--- src/rtl/avg_pkg.sv ---
// Shared constants and types for the sliding-window averager and its result queue.
package avg_pkg;

  localparam int unsigned DATA_W     = 16;
  localparam int unsigned WIN_LEN    = 12;
  localparam int unsigned DROP_CNT_W = 16;

  typedef logic [DATA_W-1:0]     sample_t;
  typedef logic [DROP_CNT_W-1:0] drop_cnt_t;

  // Saturating increment used for the dropped-word counter.
  function automatic drop_cnt_t sat_inc(drop_cnt_t v);
    return (v == '1) ? v : v + 1'b1;
  endfunction

endpackage

--- src/rtl/avg_fifo_mem.sv ---
// Result queue storage: DEPTH x DATA_W, one synchronous write port, one asynchronous read port.
module avg_fifo_mem #(
  parameter int unsigned DATA_W = 16,
  parameter int unsigned DEPTH  = 8,
  parameter int unsigned ADDR_W = $clog2(DEPTH)
) (
  input  logic              clk,
  input  logic              reset,
  input  logic              we,
  input  logic [ADDR_W-1:0] waddr,
  input  logic [DATA_W-1:0] wdata,
  input  logic [ADDR_W-1:0] raddr,
  output logic [DATA_W-1:0] rdata
);

  logic [DATA_W-1:0] mem_q [DEPTH];

  // Cleared on reset so the head word reads as zero; flush leaves contents alone.
  always_ff @(posedge clk or posedge reset) begin
    if (reset) begin
      for (int i = 0; i < int'(DEPTH); i++) begin
        mem_q[i] <= '0;
      end
    end else if (we) begin
      mem_q[waddr] <= wdata;
    end
  end

  assign rdata = mem_q[raddr];

endmodule

--- src/rtl/avg_result_fifo.sv ---
// FWFT result queue behind the averager; drops words offered while full and flags the loss.
// Define AVGQ_DROP_CNT_EN to add the saturating 16-bit drop_cnt output.
module avg_result_fifo #(
  parameter int unsigned DATA_W = avg_pkg::DATA_W,
  parameter int unsigned DEPTH  = 8,
  localparam int unsigned ADDR_W = $clog2(DEPTH)
) (
  input  logic              clk,
  input  logic              reset,
  input  logic              flush,
  input  logic              in_valid,
  input  logic [DATA_W-1:0] in_data,
  output logic              out_valid,
  input  logic              out_ready,
  output logic [DATA_W-1:0] out_data,
  output logic              full,
  output logic              empty,
  output logic [ADDR_W:0]   level,
  output logic              overflow
`ifdef AVGQ_DROP_CNT_EN
  ,
  output avg_pkg::drop_cnt_t drop_cnt
`endif
);

  import avg_pkg::*;

  localparam logic [ADDR_W:0] LevelFull = (ADDR_W + 1)'(DEPTH);

  logic [ADDR_W-1:0] wr_ptr_q, wr_ptr_d;
  logic [ADDR_W-1:0] rd_ptr_q, rd_ptr_d;
  logic [ADDR_W:0]   level_q, level_d;
  logic              overflow_q, overflow_d;
  logic              push, pop, drop;

  assign empty     = (level_q == '0);
  assign full      = (level_q == LevelFull);
  assign out_valid = ~empty;
  assign level     = level_q;
  assign overflow  = overflow_q;

  assign pop  = out_valid & out_ready;
  // A full queue that is popping this cycle still has room for the incoming word.
  assign push = in_valid & (~full | pop);
  assign drop = in_valid & full & ~pop;

  avg_fifo_mem #(
    .DATA_W (DATA_W),
    .DEPTH  (DEPTH),
    .ADDR_W (ADDR_W)
  ) u_mem (
    .clk   (clk),
    .reset (reset),
    .we    (push & ~flush),
    .waddr (wr_ptr_q),
    .wdata (in_data),
    .raddr (rd_ptr_q),
    .rdata (out_data)
  );

  always_comb begin
    wr_ptr_d   = wr_ptr_q;
    rd_ptr_d   = rd_ptr_q;
    level_d    = level_q;
    overflow_d = overflow_q;
    if (flush) begin
      wr_ptr_d   = '0;
      rd_ptr_d   = '0;
      level_d    = '0;
      overflow_d = 1'b0;
    end else begin
      if (push) wr_ptr_d = wr_ptr_q + 1'b1;
      if (pop)  rd_ptr_d = rd_ptr_q + 1'b1;
      case ({push, pop})
        2'b10:   level_d = level_q + 1'b1;
        2'b01:   level_d = level_q - 1'b1;
        default: level_d = level_q;
      endcase
      if (drop) overflow_d = 1'b1;
    end
  end

  always_ff @(posedge clk or posedge reset) begin
    if (reset) begin
      wr_ptr_q   <= '0;
      rd_ptr_q   <= '0;
      level_q    <= '0;
      overflow_q <= 1'b0;
    end else begin
      wr_ptr_q   <= wr_ptr_d;
      rd_ptr_q   <= rd_ptr_d;
      level_q    <= level_d;
      overflow_q <= overflow_d;
    end
  end

`ifdef AVGQ_DROP_CNT_EN
  drop_cnt_t drop_cnt_q, drop_cnt_d;

  always_comb begin
    drop_cnt_d = drop_cnt_q;
    if (flush) begin
      drop_cnt_d = '0;
    end else if (drop) begin
      drop_cnt_d = sat_inc(drop_cnt_q);
    end
  end

  always_ff @(posedge clk or posedge reset) begin
    if (reset) begin
      drop_cnt_q <= '0;
    end else begin
      drop_cnt_q <= drop_cnt_d;
    end
  end

  assign drop_cnt = drop_cnt_q;
`endif

endmodule

--- config.mk ---
export PLATFORM = sky130hd
export DESIGN_NAME = avg_result_fifo
export DESIGN_NICKNAME = d
export VERILOG_FILES = /design/src/rtl/avg_pkg.sv /design/src/rtl/avg_fifo_mem.sv /design/src/rtl/avg_result_fifo.sv
export SDC_FILE = /design/constraint.sdc
export NUM_CORES = 1
export LEC_CHECK = 0
export CAP_MARGIN = 20
export CORE_MARGIN = 10
export CORE_UTILIZATION = 45
export DETAILED_ROUTE_END_ITERATION = 8
export DONT_BUFFER_PORTS = 1
export SKIP_CTS_REPAIR_TIMING = 1
export SYNTH_ARGS = -nofsm -noshare
export SYNTH_HDL_FRONTEND = slang
export SYNTH_SLANG_ARGS = --single-unit
--- constraint.sdc ---
create_clock -name clk -period 5 [get_ports clk]
set_input_delay 0.5 -clock clk [delete_from_list [all_inputs] [get_ports clk]]
set_output_delay 0.5 -clock clk [all_outputs]
set_load 0.02 [all_outputs]
==> Word-level counts from Yosys, hierarchy flattened <==
Cells that the tools add are included.
{ "classes": {"n_mux": 14, "n_eq_ne": 3, "bitwise_logic": 12, "magnitude_cmp": 3, "reduce_logical": 6, "add_sub_neg": 4} }
{ "op_table": {"columns": ["cell", "count"], "rows": [
  ["$bwmux W128", 1],
  ["$bmux W16 S3", 1],
  ["$demux W16 S3", 1],
  ["$mux W16", 3],
  ["$mux W3", 4],
  ["$ge A4 B4 Y1 const B", 2],
  ["$not A3 Y4", 2],
  ["$pmux W4 S2", 1],
  ["$add A3 B1 Y3 const B", 2],
  ["$reduce_bool A2 Y1", 3],
  ["$and A1 B1 Y1", 5],
  ["$add A4 B1 Y4 const B", 1],
  ["$eq A4 B4 Y1 const B", 1],
  ["$logic_not A4 Y1", 1],
  ["$lt A4 B1 Y1 const B", 1],
  ["$mux W4", 1],
  ["$not A1 Y1", 4],
  ["$sub A4 B1 Y4 const B", 1],
  ["$reduce_bool A3 Y1", 1],
  ["$eq A2 B1 Y1 const B", 1],
  ["$eq A2 B2 Y1 const B", 1],
  ["$mux W1", 2],
  ["$logic_and A1 B1 Y1", 1],
  ["$or A1 B1 Y1", 1]
]} }
{ "word_totals": {"in_bits": 21, "word_cells": 54, "out_inout_bits": 24, "ff_bits": 139} }

==> Logic depth before layout (Yosys ltp) <==
Gate-level depths: netlist (run 1).
{ "depth": {"depth_word": 8, "depth_mapped": 7, "depth_no_buf": 7} }

==> Modules after synthesis <==
From an unflattened synthesis (run 1), not the netlist that was laid out.
{ "hier_totals": {"hier_cells": 417, "area_unflattened_um2": 6771.5} }
{ "by_module_without_submodules": {"columns": ["module", "seq_area_each_um2", "cells_each", "area_each_um2", "instances"], "rows": [
  ["avg_fifo_mem", 3203.1, 338, 6024.5, 1],
  ["avg_result_fifo", 275.3, 79, 747.0, 1]
]} }

==> Worst setup path after synthesis (run 1) <==
Ideal clock, no wire load.
{ "synth_path": {"kind": "register to register", "startpoint": "register level_q[1], in the netlist level[1]", "endpoint": "register level_q[3], in the netlist level[3]", "setup_time_ns": 0.136, "path_buffers": 0, "slack_ns": 2.485, "arrival_ns": 2.379, "synth_period_minus_slack_ns": 2.515, "path_stages_with_launch": 8, "required_ns": 4.864, "path_cell_list": "dfrtp_1 -> o41ai_1 -> nor2_1 -> ha_1 -> a211oi_1 -> nor2_1 -> mux2i_1 -> a31oi_1"} }
{ "synth_between": {"elab_chain_len": 8, "elab_cells_between_ends": 14, "cone_classes": "2 x add/sub; 3 x eq/ne; 2 x mux; 5 x bitwise; 2 x reduce/logical"} }
{ "synth_rtl": {"columns": ["item", "line_no", "rtl"], "rows": [
  ["start: declaration", "avg_result_fifo.sv:32", "logic [ADDR_W:0] level_q, level_d;"],
  ["start signal: assignment", "avg_result_fifo.sv:92", "level_q <= level_d;"],
  ["$logic_not A4 Y1", "avg_result_fifo.sv:36", "assign empty = (level_q == '0);"],
  ["$not A1 Y1", "avg_result_fifo.sv:38", "assign out_valid = ~empty;"],
  ["$and A1 B1 Y1", "avg_result_fifo.sv:42", "assign pop = out_valid & out_ready;"],
  ["$or A1 B1 Y1", "avg_result_fifo.sv:44", "assign push = in_valid & (~full | pop);"],
  ["$and A1 B1 Y1", "avg_result_fifo.sv:44", null],
  ["$eq A2 B1 Y1 / $eq A2 B2 Y1 (equally long branches)", "avg_result_fifo.sv:74", "case ({push, pop})"],
  ["$pmux W4 S2", "avg_result_fifo.sv:74", null],
  ["$mux W4", "avg_result_fifo.sv:66", "if (flush) begin"]
]} }
Several ways; a longest one is shown, not always the timed one.
A chain may end at the register's enable or synchronous reset.

==> Worst setup path in the final report (run 1) <==
{ "layout_path": {"startpoint": "register rd_ptr_q[0]", "endpoint": "output out_data[15]"} }
{ "layout_between": {"elab_chain_len": 4} }
{ "layout_rtl": {"columns": ["item", "line_no", "rtl"], "rows": [
  ["start: declaration", "avg_result_fifo.sv:31", "logic [ADDR_W-1:0] rd_ptr_q, rd_ptr_d;"],
  ["start signal: assignment", "avg_result_fifo.sv:91", "rd_ptr_q <= rd_ptr_d;"],
  ["$not A3 Y4 (not written as such)", "avg_fifo_mem.sv:29", "assign rdata = mem_q[raddr];"],
  ["$bmux W16 S3", "avg_fifo_mem.sv:29", null],
  ["$mux W16 (not written as such) (2 in series)", "avg_fifo_mem.sv:29", null],
  ["end: declaration", "avg_result_fifo.sv:15", "output logic [DATA_W-1:0] out_data,"]
]} }
No other way between the ends. The select of a mux whose other input is x is not followed.

==> impl_metrics.xml, run 1 <==
<?xml version="1.0" encoding="UTF-8"?>
<metrics>
  <group name="setup_path">
    <metric name="worstReg2RegStart" unit="">level[0]</metric>
    <metric name="crit_path_end_kind" unit="">primary output</metric>
    <metric name="worst_r2r_path_depth" unit="">7</metric>
    <metric name="timing_worst_setup_path_type" unit="">flop to primary output</metric>
    <metric name="timing.critical_path.fanout_max" unit="">24</metric>
    <metric name="cp.arrival" unit="ns">2.59</metric>
    <metric name="crit_path_start_kind" unit="">flop</metric>
    <metric name="critical_path_required" unit="ns">4.50</metric>
    <metric name="critical_register_to_register_path_endpoint" unit="">level[3]</metric>
    <metric name="timing.reg2reg.setup_slack" unit="ns">2.13</metric>
  </group>
  <group name="clock_network">
    <metric name="clkSinkCount" unit="">139</metric>
    <metric name="cts.reportedPaths.clkPinSlew" unit="ns">0.05</metric>
    <metric name="htree_levels" unit="">4</metric>
    <metric name="cts.root.buffer_cell" unit="">sky130_fd_sc_hd__clkbuf_16</metric>
    <metric name="cts_tree" unit="">built</metric>
    <metric name="cts_made_buffers" unit="">17</metric>
    <metric name="worst_skew_pair.late_latency" unit="ns">0.42</metric>
    <metric name="clockBufferDepth" unit="">2</metric>
  </group>
  <group name="sta">
    <metric name="layout_min_cycle_time" unit="ns">3.09</metric>
    <metric name="max_slew.worst_pin.slew" unit="ns">1.06</metric>
    <metric name="finalMaxSlewViolations" unit="">0</metric>
    <metric name="totalNegativeSetupSlack" unit="ns">0</metric>
    <metric name="maxClockFrequency" unit="MHz">324</metric>
    <metric name="skew" unit="ns">0.00993</metric>
    <metric name="max-slew-margin-rel" unit="%">29.2</metric>
    <metric name="final_worst_path_cycle_share" unit="%">61.8</metric>
    <metric name="final-setup-viol-count" unit="">0</metric>
    <metric name="count_of_final_hold_check_violations" unit="">0</metric>
    <metric name="rsz0062_at_grt" unit="">false</metric>
  </group>
  <group name="grt">
    <metric name="globalRouteTotalUtil" unit="%">13.8</metric>
    <metric name="wire_length_of_the_first_global_routing_pass" unit="um">21300</metric>
    <metric name="global_route.overflow_total" unit="">0</metric>
    <metric name="grt_start_max_net_pins" unit="">51</metric>
    <metric name="grt_pass1_vias" unit="">3700</metric>
    <metric name="grt_antenna_before_repair" unit="">0</metric>
  </group>
  <group name="pwr">
    <metric name="vdd_ir_drop_max" unit="mV">0.268</metric>
    <metric name="pwr_density_cell" unit="mW/mm2">525</metric>
    <metric name="reported_leakage_power" unit="nW">3.48</metric>
  </group>
  <group name="drt">
    <metric name="first_iter_violations" unit="">137</metric>
    <metric name="route.detailed.drc" unit="">0</metric>
    <metric name="postRouteAntennaNets" unit="">0</metric>
    <metric name="routed_via_density" unit="">5.71</metric>
    <metric name="detail_route.first_pass.iterations" unit="">4</metric>
    <metric name="routed_wire_length_per_instance" unit="um">21.9</metric>
    <metric name="vias" unit="">3447</metric>
    <metric name="wl" unit="um">13200</metric>
  </group>
  <group name="placement">
    <metric name="dp_hpwl" unit="um">7930</metric>
    <metric name="numPortBuffers" unit="">0</metric>
    <metric name="dp_cells" unit="">572</metric>
    <metric name="finalWeightedCongestion" unit="">0.738</metric>
  </group>
  <group name="synth">
    <metric name="mapped_nets" unit="">432</metric>
    <metric name="number_of_warning_messages_in_the_yosys_log" unit="">0</metric>
    <metric name="synth.distinct_cells" unit="">40</metric>
    <metric name="postSynth.asyncResetShare" unit="%">100</metric>
    <metric name="postSynthRegisterBits" unit="">139</metric>
    <metric name="synth_top_flop_cell" unit="">sky130_fd_sc_hd__dfrtp_1</metric>
    <metric name="postSynthAreaPerCell" unit="um2">16.3</metric>
    <metric name="synth_enable_flop_cells" unit="">0</metric>
    <metric name="synth_seq_area_share" unit="%">52.5</metric>
    <metric name="cell_count_after_synthesis" unit="">406</metric>
    <metric name="netlist_area" unit="mm2">0.00663</metric>
  </group>
  <group name="die">
    <metric name="die_y" unit="um">141</metric>
    <metric name="fp.coreArea" unit="mm2">0.0145</metric>
    <metric name="boundaryPins" unit="">45</metric>
    <metric name="num_rows" unit="">44</metric>
    <metric name="initial_core_util" unit="%">45.8</metric>
    <metric name="chipWidth" unit="um">141</metric>
    <metric name="fp.dieArea" unit="mm2">0.0200</metric>
  </group>
  <group name="final_layout">
    <metric name="finish.cell_count_without_fillers" unit="">604</metric>
    <metric name="fraction_of_layout_cells_with_a_size_suffix_above_1" unit="%">53.8</metric>
    <metric name="nFillCells" unit="">1193</metric>
    <metric name="final_nets" unit="">433</metric>
    <metric name="syn2layout_area_growth" unit="%">11.9</metric>
    <metric name="antenna_cells_inserted" unit="">0</metric>
  </group>
  <group name="min_path">
    <metric name="hold_path.class" unit="">input pin to asynchronous set/reset pin</metric>
  </group>
  <group name="run_status">
    <metric name="status" unit="">complete, no violations</metric>
  </group>
  <group name="job">
    <metric name="max_cap_violations" unit="">0</metric>
  </group>
</metrics>
-- layout make-up --
type	count	area, um2	share of cell area, %
clock buffer	21	460	6.20
clock inverter	11	215	2.90
inverter	5	21.3	0.287
multi-input combinational	240	2960	39.9
sequential	139	3480	46.9
tap	184	230	3.10
timing repair buffer	4	50.0	0.674
-- through the flow --
| step | hold WS, ns | worst slack, ns | utilization, % | power, mW | area [um2] |
|---|---|---|---|---|---|
| final | 0.0331 | 1.91 | 51.3 | 3.90 | 7420 |
| after global routing | 0.0601 | 1.72 | 51.3 | 4.09 | 7420 |
| after CTS | 0.0342 | 1.82 | 51.3 | 3.94 | 7420 |
| after detailed placement | 0.478 | 2.12 | 46.6 | 2.50 | 6750 |
| after global placement | 0.482 | 2.19 | 46.4 | 2.47 | 6720 |
| after floorplan | 0.474 | 0.775 | - | 2.33 | 6630 |
-- kinds of logic after synthesis --
family	synth area share [%]
mux	37.2
flops	52.5
simple gates	4.41
buf+inv	2.85
compound gates	1.45
fa+ha+maj	1.06
xor+xnor	0.528
-- cells in the mapped netlist (4+ instances only) --
library cell,count,area share [%]
sky130_fd_sc_hd__dfrtp_1,139,52
sky130_fd_sc_hd__mux2_2,126,21
sky130_fd_sc_hd__mux4_2,32,11
sky130_fd_sc_hd__mux2_4,20,4.5
sky130_fd_sc_hd__nor2_1,14,0.79
sky130_fd_sc_hd__nand2b_1,6,0.57
sky130_fd_sc_hd__clkbuf_1,5,0.28
sky130_fd_sc_hd__inv_1,5,0.28
sky130_fd_sc_hd__nor2b_1,5,0.47
sky130_fd_sc_hd__buf_1,4,0.23
sky130_fd_sc_hd__buf_2,4,0.30
sky130_fd_sc_hd__ha_1,4,0.75
-- per-layer routing --
layer / up-vias / wire (um) / global-route usage [%] / share of wire, %
met5: - / 0 / 0 / 0
met3: 18 / 545 / 4.24 / 4.1
met1: 1855 / 6160 / 17.6 / 47
met4: 0 / 229 / 5.33 / 1.7
li1: 1528 / - / - / -
met2: 46 / 6310 / 21.6 / 48
-- worst max-delay path by stage --
stage | startpoint | end | slack [ns] | depth (start not counted)
detailed placement | level[0] | level[3] | 2.12 | 7
floorplan | reset | level[0] | 0.78 | 1
CTS | rd_ptr_q[0] | out_data[10] | 1.82 | 3
finish | rd_ptr_q[0] | out_data[15] | 1.91 | 3
global route | rd_ptr_q[0] | out_data[10] | 1.72 | 3
global placement | level[0] | level[3] | 2.19 | 7
-- cell usage in the layout (no fill, tap or decap), drive strengths merged, types with 2 or more instances in the layout --
cell    netlist  final
clkbuf        5     21
nor2         14     14
nand2         2      2
nand4b        3      3
xnor2         3      3
bufinv        0      6
inv           5      5
clkinv        0      4
mux2        146    146
buf          17      4
a31oi         3      3
dfrtp       139    139
a21oi         2      2
mux2i         3      3
mux4         32     32
nor4          2      2
nand4         2      2
nand2b        6      6
ha            4      4
nor2b         5      5
-- sequential cells by signal, summed over array words and instances, names as in the netlist --
name / count
u_mem.mem_q: 128
rd_ptr_q: 3
wr_ptr_q: 3
overflow: 1
level: 4
-- worst max-delay path: stages (launching register included) --
cell                      delay [ns]
sky130_fd_sc_hd__dfrtp_2        0.88
sky130_fd_sc_hd__buf_4          0.39
sky130_fd_sc_hd__mux4_2         0.53
sky130_fd_sc_hd__mux2_2         0.36
-- where the power goes --
group          leakage, nW  internal [mW]  total (mW)  switching (mW)
logic                 1.31          0.494       0.904           0.410
clock network        0.327          0.962        1.43           0.466
registers             1.84           1.37        1.57           0.195
Note: power is estimated with default switching activity, not from simulation.
==> run 2, diff against run 1 <==
clock period = 2.6 ns   (was 5 ns; I/O delays follow)
==> run 2 against run 1 <==
  * Routed wire length rose by 2.2%
  * First-iteration DRC count decreased by 10%
  * Critical path depth did not move
  * Non-clock buffer count is 34 higher
  * Core utilization grew 1.4 points
  * Critical endpoint is now out_data[11]
  * Largest cell class unchanged
  * Highest routed layer unchanged
==> impl_metrics.xml, run 2 (synthesis gave the netlist of run 1 again) <==
<?xml version="1.0" encoding="UTF-8"?>
<metrics>
  <group name="clock_network">
    <metric name="cts_made_buffers" unit="">17</metric>
    <metric name="worst_skew_pair.late_latency" unit="ns">0.42</metric>
    <metric name="cts_tree" unit="">built</metric>
    <metric name="clockBufferDepth" unit="">2</metric>
    <metric name="cts.root.buffer_cell" unit="">sky130_fd_sc_hd__clkbuf_16</metric>
    <metric name="cts.reportedPaths.clkPinSlew" unit="ns">0.06</metric>
    <metric name="htree_levels" unit="">4</metric>
    <metric name="clkSinkCount" unit="">139</metric>
  </group>
  <group name="job">
    <metric name="max_cap_violations" unit="">0</metric>
  </group>
  <group name="grt">
    <metric name="grt_start_max_net_pins" unit="">66</metric>
    <metric name="grt_pass1_vias" unit="">3800</metric>
    <metric name="grt_antenna_before_repair" unit="">0</metric>
    <metric name="globalRouteTotalUtil" unit="%">14.1</metric>
    <metric name="wire_length_of_the_first_global_routing_pass" unit="um">21900</metric>
    <metric name="global_route.overflow_total" unit="">0</metric>
  </group>
  <group name="final_layout">
    <metric name="syn2layout_area_growth" unit="%">14.9</metric>
    <metric name="layout.cells.most_common" unit="">sky130_fd_sc_hd__dfrtp_1</metric>
    <metric name="most_used_cells_in_the_layout_excluding_fill_and_tap_cells" unit="">sky130_fd_sc_hd__dfrtp_1 (138), sky130_fd_sc_hd__mux2_2 (126), sky130_fd_sc_hd__mux4_2 (32)</metric>
    <metric name="largest_register_ff_count" unit="">128</metric>
    <metric name="layout.core_utilization" unit="%">52.6</metric>
    <metric name="nFillCells" unit="">1204</metric>
    <metric name="multiInputGateArea" unit="mm2">0.00296</metric>
    <metric name="area.sequential" unit="mm2">0.00348</metric>
    <metric name="finalInstanceArea" unit="mm2">0.00762</metric>
    <metric name="fraction_of_layout_cells_with_a_size_suffix_above_1" unit="%">53.4</metric>
    <metric name="final_nets" unit="">467</metric>
    <metric name="antenna_cells_inserted" unit="">0</metric>
    <metric name="finish.cell_count_without_fillers" unit="">637</metric>
    <metric name="registers.top_by_ff_count" unit="">u_mem.mem_q</metric>
  </group>
  <group name="sta">
    <metric name="rsz0062_at_grt" unit="">false</metric>
    <metric name="final-setup-viol-count" unit="">0</metric>
    <metric name="count_of_final_hold_check_violations" unit="">0</metric>
    <metric name="layout_min_cycle_time" unit="ns">2.42</metric>
    <metric name="final_worst_path_cycle_share" unit="%">93.0</metric>
    <metric name="fin_worst_hold_slack" unit="ns">0.0153</metric>
    <metric name="maxClockFrequency" unit="MHz">413</metric>
    <metric name="totalNegativeSetupSlack" unit="ns">0</metric>
    <metric name="max_slew.worst_pin.slew" unit="ns">0.609</metric>
    <metric name="max-slew-margin-rel" unit="%">59.4</metric>
    <metric name="finalMaxSlewViolations" unit="">0</metric>
    <metric name="timing.final.ws_setup" unit="ns">0.181</metric>
    <metric name="skew" unit="ns">0.00673</metric>
  </group>
  <group name="drt">
    <metric name="postRouteAntennaNets" unit="">0</metric>
    <metric name="vias" unit="">3548</metric>
    <metric name="routed_via_density" unit="">5.57</metric>
    <metric name="routed_wire_length_per_instance" unit="um">21.3</metric>
    <metric name="route.detailed.drc" unit="">0</metric>
    <metric name="detail_route.first_pass.iterations" unit="">4</metric>
    <metric name="first_iter_violations" unit="">123</metric>
    <metric name="wl" unit="um">13500</metric>
  </group>
  <group name="die">
    <metric name="boundaryPins" unit="">45</metric>
    <metric name="fp.dieArea" unit="mm2">0.0200</metric>
    <metric name="die_y" unit="um">141</metric>
    <metric name="fp.coreArea" unit="mm2">0.0145</metric>
    <metric name="chipWidth" unit="um">141</metric>
    <metric name="initial_core_util" unit="%">45.8</metric>
    <metric name="num_rows" unit="">44</metric>
  </group>
  <group name="setup_path">
    <metric name="cp.arrival" unit="ns">2.16</metric>
    <metric name="crit_path_end_kind" unit="">primary output</metric>
    <metric name="crit_path_start_kind" unit="">flop</metric>
    <metric name="timing.critical_path.fanout_max" unit="">11</metric>
    <metric name="critical_path_required" unit="ns">2.34</metric>
    <metric name="worst_r2r_path_depth" unit="">7</metric>
    <metric name="timing_worst_setup_path_type" unit="">flop to primary output</metric>
  </group>
  <group name="placement">
    <metric name="dp_cells" unit="">588</metric>
    <metric name="post_dp_cell_area" unit="mm2">0.00690</metric>
    <metric name="finalWeightedCongestion" unit="">0.784</metric>
    <metric name="dp_hpwl" unit="um">8570</metric>
    <metric name="post-place-ws" unit="ns">0.338</metric>
    <metric name="numPortBuffers" unit="">0</metric>
  </group>
  <group name="min_path">
    <metric name="whs_path_depth" unit="">2</metric>
    <metric name="hold_path.class" unit="">input pin to flop</metric>
  </group>
  <group name="pwr">
    <metric name="reported_leakage_power" unit="nW">3.56</metric>
    <metric name="pwr_density_cell" unit="mW/mm2">934</metric>
    <metric name="overall_power_consumption" unit="mW">7.12</metric>
    <metric name="vdd_ir_drop_max" unit="mV">0.541</metric>
  </group>
  <group name="run_status">
    <metric name="status" unit="">complete, no violations</metric>
  </group>
</metrics>
==> run 2: cell type report <==
type,instances,area share [%]
flip-flops and latches,139,45.7
multi-input cells,240,38.9
clock buffers,19,5.81
repair buffers,38,4.99
well taps,184,3.02
clock inverters,12,1.33
inverters,5,0.296
==> run 2: power by group <==
| group | leakage, nW | internal (mW) | switching, mW |
|---|---|---|---|
| combinational | 1.47 | 1.04 | 0.928 |
| clock | 0.256 | 1.32 | 0.899 |
| sequential | 1.84 | 2.64 | 0.286 |
| total | 3.56 | 5.00 | 2.11 |
==> run 2: path summary, 6_finish.rpt <==
kind	slack [ns]	from	to
min in group asynchronous	0.36	reset	u_mem.mem_q[24]
max	0.18	rd_ptr_q[1]	out_data[11]
max in group asynchronous	1.50	reset	rd_ptr_q[0]
max reg2reg	0.34	level[2]	level[3]
min reg2reg	0.50	u_mem.mem_q[92]	u_mem.mem_q[92]
min	0.02	in_valid	overflow
==> run 2: worst max-delay path: stages, from the launching register on <==
cell                      delay, ns
sky130_fd_sc_hd__dfrtp_1       0.73
sky130_fd_sc_hd__buf_4         0.33
sky130_fd_sc_hd__mux4_2        0.33
sky130_fd_sc_hd__mux2_2        0.34
==> run 2: layer usage <==
layer | track usage, % | share of wire [%]
met1 | 18.4 | 47
met2 | 21.6 | 48
met4 | 5.33 | 1.4
met5 | 0 | 0
met3 | 4.34 | 3.7
